`src/rtl/alu_ctrl_pkg.sv`:
```
// Shared types, field positions and helpers for the ALU/register-file controller.
package alu_ctrl_pkg;

    localparam int INSTR_W = 20;
    localparam int DATA_W  = 8;
    localparam int REG_W   = 9;

    // Instruction field bit positions
    localparam int IMM_SEL = 19;
    localparam int ZERO_A  = 18;
    localparam int OP_HI   = 17;
    localparam int OP_LO   = 15;
    localparam int RD_HI   = 14;
    localparam int RS_HI   = 12;
    localparam int RT_HI   = 10;
    localparam int IMM_HI  = 8;

    typedef enum logic [1:0] {
        IDLE = 2'd0,
        READ = 2'd1,
        EXEC = 2'd2,
        WB   = 2'd3
    } state_t;

    // Widen an ALU result to the register width by replicating its sign bit.
    function automatic logic [REG_W-1:0] sign_ext(input logic [DATA_W-1:0] v);
        return {v[DATA_W-1], v};
    endfunction

endpackage

```
`src/rtl/alu_instr_decode.sv`:
```
// Splits an instruction word into its individual control fields.
module alu_instr_decode
    import alu_ctrl_pkg::*;
(
    input  logic [INSTR_W-1:0] instr,
    output logic               imm_sel,
    output logic               zero_a,
    output logic [2:0]         alu_op,
    output logic [1:0]         rd,
    output logic [1:0]         rs,
    output logic [1:0]         rt,
    output logic [8:0]         imm9
);

    assign imm_sel = instr[IMM_SEL];
    assign zero_a  = instr[ZERO_A];
    assign alu_op  = instr[OP_HI:OP_LO];
    assign rd      = instr[RD_HI -: 2];
    assign rs      = instr[RS_HI -: 2];
    assign rt      = instr[RT_HI -: 2];
    assign imm9    = instr[IMM_HI:0];

endmodule

```
`src/rtl/alu_regfile_ctrl.sv`:
```
// Four-cycle sequencer (IDLE/READ/EXEC/WB) driving the ALU/register-file control side.
// Control fields come from a latched copy of the accepted instruction, so nothing
// downstream sees instr or instr_valid combinationally.
module alu_regfile_ctrl
    import alu_ctrl_pkg::*;
#(
    parameter bit TRAP_ON_OVF = 1'b0
) (
    input  logic               clk,
    input  logic               rst,
    input  logic [INSTR_W-1:0] instr,
    input  logic               instr_valid,
    output logic               instr_ready,
    output logic [1:0]         rd0_addr,
    output logic [1:0]         rd1_addr,
    output logic [1:0]         wr_addr,
    output logic               reg_read,
    output logic               reg_write,
    output logic [REG_W-1:0]   wr_data,
    output logic [8:0]         imm,
    output logic               alu_src0,
    output logic               alu_src1,
    output logic [2:0]         alu_op,
    input  logic [DATA_W-1:0]  result,
    input  logic               ovf,
    input  logic               zero,
    output logic               done,
    output logic [DATA_W-1:0]  done_result,
    output logic               done_ovf,
    output logic               done_zero,
    output logic               err
);

    state_t               state_r;
    state_t               state_nxt_s;
    logic [INSTR_W-1:0]   instr_r;
    logic                 ready_r;
    logic                 reg_read_r;
    logic                 reg_write_r;
    logic                 done_r;
    logic                 err_r;
    logic [REG_W-1:0]     wr_data_r;
    logic [DATA_W-1:0]    done_result_r;
    logic                 done_ovf_r;
    logic                 done_zero_r;
    logic                 accept_s;
    logic                 trap_s;
    logic                 exec_s;

    assign accept_s = (state_r == IDLE) && instr_valid && ready_r;
    assign exec_s   = (state_r == EXEC);
    assign trap_s   = TRAP_ON_OVF && ovf;

    // State register; reset overrides any transition.
    always_ff @(posedge clk) begin
        if (rst) begin
            state_r <= IDLE;
        end else begin
            state_r <= state_nxt_s;
        end
    end

    // Next-state logic: only IDLE waits on the handshake, the rest step unconditionally.
    always_comb begin
        state_nxt_s = state_r;
        case (state_r)
            IDLE: begin
                if (accept_s) begin
                    state_nxt_s = READ;
                end else begin
                    state_nxt_s = IDLE;
                end
            end
            READ:    state_nxt_s = EXEC;
            EXEC:    state_nxt_s = WB;
            WB:      state_nxt_s = IDLE;
            default: state_nxt_s = IDLE;
        endcase
    end

    // Instruction latch, loaded only on a successful handshake.
    always_ff @(posedge clk) begin
        if (rst) begin
            instr_r <= {INSTR_W{1'b0}};
        end else if (accept_s) begin
            instr_r <= instr;
        end else begin
            instr_r <= instr_r;
        end
    end

    // Registered handshake and phase strobes, computed from the upcoming state.
    always_ff @(posedge clk) begin
        if (rst) begin
            ready_r     <= 1'b1;
            reg_read_r  <= 1'b0;
            reg_write_r <= 1'b0;
            done_r      <= 1'b0;
        end else begin
            ready_r     <= (state_nxt_s == IDLE);
            reg_read_r  <= (state_nxt_s == READ) || (state_nxt_s == EXEC);
            reg_write_r <= exec_s && !trap_s;
            done_r      <= exec_s;
        end
    end

    // Capture ALU result and flags at the end of EXEC; held until the next capture.
    always_ff @(posedge clk) begin
        if (rst) begin
            wr_data_r     <= {REG_W{1'b0}};
            done_result_r <= {DATA_W{1'b0}};
            done_ovf_r    <= 1'b0;
            done_zero_r   <= 1'b0;
        end else if (exec_s) begin
            wr_data_r     <= sign_ext(result);
            done_result_r <= result;
            done_ovf_r    <= ovf;
            done_zero_r   <= zero;
        end else begin
            wr_data_r     <= wr_data_r;
            done_result_r <= done_result_r;
            done_ovf_r    <= done_ovf_r;
            done_zero_r   <= done_zero_r;
        end
    end

    // Sticky overflow trap, cleared only by reset.
    always_ff @(posedge clk) begin
        if (rst) begin
            err_r <= 1'b0;
        end else begin
            err_r <= err_r || (exec_s && trap_s);
        end
    end

    alu_instr_decode u_decode (
        .instr   (instr_r),
        .imm_sel (alu_src1),
        .zero_a  (alu_src0),
        .alu_op  (alu_op),
        .rd      (wr_addr),
        .rs      (rd0_addr),
        .rt      (rd1_addr),
        .imm9    (imm)
    );

    assign instr_ready = ready_r;
    assign reg_read    = reg_read_r;
    assign reg_write   = reg_write_r;
    assign wr_data     = wr_data_r;
    assign done        = done_r;
    assign done_result = done_result_r;
    assign done_ovf    = done_ovf_r;
    assign done_zero   = done_zero_r;
    assign err         = err_r;

endmodule

```
`config.mk`:
```
export PLATFORM = sky130hd
export DESIGN_NAME = alu_regfile_ctrl
export DESIGN_NICKNAME = d
export VERILOG_FILES = /design/src/rtl/alu_ctrl_pkg.sv /design/src/rtl/alu_instr_decode.sv /design/src/rtl/alu_regfile_ctrl.sv
export SDC_FILE = /design/constraint.sdc
export NUM_CORES = 1
export LEC_CHECK = 0
export ABC_AREA = 1
export CAP_MARGIN = 20
export CORE_AREA = 5 5 48 92
export DETAILED_ROUTE_END_ITERATION = 8
export DIE_AREA = 0 0 53 97
export HOLD_SLACK_MARGIN = 0.03
export PLACE_DENSITY = 0.8
export SLEW_MARGIN = 25
export SYNTH_ARGS = -nofsm -noshare
export SYNTH_HDL_FRONTEND = slang
export SYNTH_SLANG_ARGS = --single-unit
```
`constraint.sdc`:
```
create_clock -name clk -period 2.72 [get_ports clk]
set_input_delay 0.408 -clock clk [delete_from_list [all_inputs] [get_ports clk]]
set_output_delay 0.408 -clock clk [all_outputs]
set_load 0.02 [all_outputs]
```
==> impl_metrics.yaml <==
status:
  outcome: "complete, no violations"
detailed_routing:
  wl_met1_um: 1210
  drt-wirelength-per-cell_um: 10.8
  wl_met3_um: 212
  wl_met2_um: 1920
  drc: 0
  highest-signal-layer: "met4"
  drt_iter0_markers: 31
  routed_wirelength_um: 3410
  dr.pass1.iters: 4
  via_per_inst: 4.19
  antenna_left: 0
  vias: 1323
setup_path:
  crit_path_max_fanout: 4
  critPathKind: "flop to output port"
  slowest_delay_ns: 0.64
  cp.required_ns: 2.31
  path_cells: "clkdlybuf4s50_1"
  cp_top_family: "buffers and inverters"
  path_buf_inv: 1
  worst_path_max_delay_cell: "clkdlybuf4s50_1"
  cp-start-kind: "flop"
  cp.arrival_ns: 1.29
  end_kind: "output port"
global_route:
  first_global_vias: 1318
  grt_usage_pct: 15.0
  gr-total-overflow: 0
  grt_max_degree: 41
  grt_first_pass_wirelength_um: 5730
  antenna_found_initial: 0
sta:
  tightest_slew_ns: 0.815
  fin_skew_ns: 0.00185
  min_period_over_period_pct: 62.5
  fin_setup_tns_ns: 0
  timing.final.crit_period_ns: 1.70
  maxSlewViolCount: 0
  rsz0062_at_grt: "no"
  finalSetupViolCount: 0
  fmax_ghz: 0.588
  relSlewSlack_pct: 45.6
  finalHoldViolCount: 0
placement:
  place_area_sq_um: 2130
  place_congestion: 0.773
  port_buffers: 75
  hpwl_um: 2610
final_layout:
  postLayoutCellArea_sq_um: 2200
  seqCellArea_sq_um: 701
  diodes: 0
  drive_above_1_share_pct: 3.00
  multi_input_area_sq_um: 505
  most-common-layout-cells: "clkdlybuf4s50_1, nor2_1, nand2_1"
  syn2layout_area_growth_pct: 51.8
  nets: 304
  layout_commonest_cell: "clkdlybuf4s50_1"
  fill_cells: 329
clock_tree:
  clock_sinks: 35
  tritoncts: "built"
  postCtsSetupRepairBufs: 0
  cts.path.max_buffers: 2
  clk_pin_slew_ns: 0.06
  htreeDepth: 2
  ctsHoldBuffers: 0
  clockRootBuffer: "clkbuf_8"
  cts_resized: 0
  clock_latency_ns: 0.28
  cts_made_buffers: 5
logic_synthesis:
  ys_seq_area_share_pct: 48.3
  synth_cells: 205
  synth_area_sq_um: 1450
  synth_fp_nets: 241
  synth_cell_types: 12
  synth_warnings: 0
  ys_ff_latch: 35
  synth.avg_cell_area_sq_um: 7.08
power_and_ir_drop:
  totalPowerFinal_mw: 1.59
  power_density_nw_per_um2: 723
  vdd_drop_max_v: 0.000420
  power_leakage_nw: 1.02
job:
  drv_cap: 0
floorplanning:
  dieArea_sq_um: 5140
  chipWidth_um: 53
  core_area_sq_um: 3610
  start_util_pct: 40.2
  die_h_um: 97
  rows: 31
  top_level_ports: 77
min_path:
  hold_class: "flop to flop"
## registers in the layout, indices dropped and copies added, names as in the netlist
name / flops
done_result: 8
reg_read: 1
state_r: 2
done_ovf: 1
done: 1
instr_ready: 1
done_zero: 1
instr_r: 20
## per-layer routing
metal	vias to the layer above	GRT usage (%)
met1	572	14.4
met4	0	8.86
met2	44	26.5
met5	-	0
li1	703	-
met3	4	4.15
## Yosys cell counts
master,number,area share [%]
ha_1,3,2.6
nand3_2,1,0.69
buf_4,11,5.7
o21ai_0,10,3.4
buf_6,2,1.6
conb_1,1,0.26
nand2_1,42,11
inv_1,28,7.2
or2_2,1,0.43
buf_2,7,2.4
nor2_1,64,17
dfxtp_1,35,48
## through the flow
stage	util [%]	hold slack (ns)	std cells	setup slack, ns
2_1_floorplan	-	0.479	205	1.44
4_1_cts	61.1	0.511	316	1.00
3_3_place_gp	59.1	0.487	310	0.811
5_1_grt	61.1	0.537	316	0.863
3_5_place_dp	59.1	0.495	310	0.763
6_report	61.1	0.503	316	1.02
## cells by family after synthesis
kind of cell / synth area share [%]
AND/OR/NAND/NOR: 28.5
buffers and inverters: 16.9
flip-flops: 48.3
AO/OA/AOI/OAI: 3.45
adder cells (fa/ha/maj): 2.59
other: 0.258
## where the power goes
part,switching [mW],internal (mW)
combinational,0.326,0.286
sequential,0.0463,0.603
clock,0.161,0.170
## cell type report
class / count / area share [%]
clock buffer: 6 / 3.29
inverter: 28 / 4.77
multi-input combinational: 122 / 22.9
sequential: 35 / 31.8
tap: 49 / 2.78
timing repair buffer: 76 / 34.4
## path summary, 6_finish.rpt
kind	endpoint	slack [ns]	depth (start not counted)	startpoint
worst min-delay path	done_ovf	0.50	2	done_ovf
worst min register to register	done_ovf	0.50	2	done_ovf
worst max register to register	instr_ready	1.23	7	state_r[0]
worst max-delay path	done_result[7]	1.02	1	done_result[7]
## worst min-delay path, stage by stage, from the launching register on
cell	delay, ns
dfxtp_1	0.32
o21ai_0	0.07
nor2_1	0.07
No activity file was read; power rests on OpenSTA's default activity.
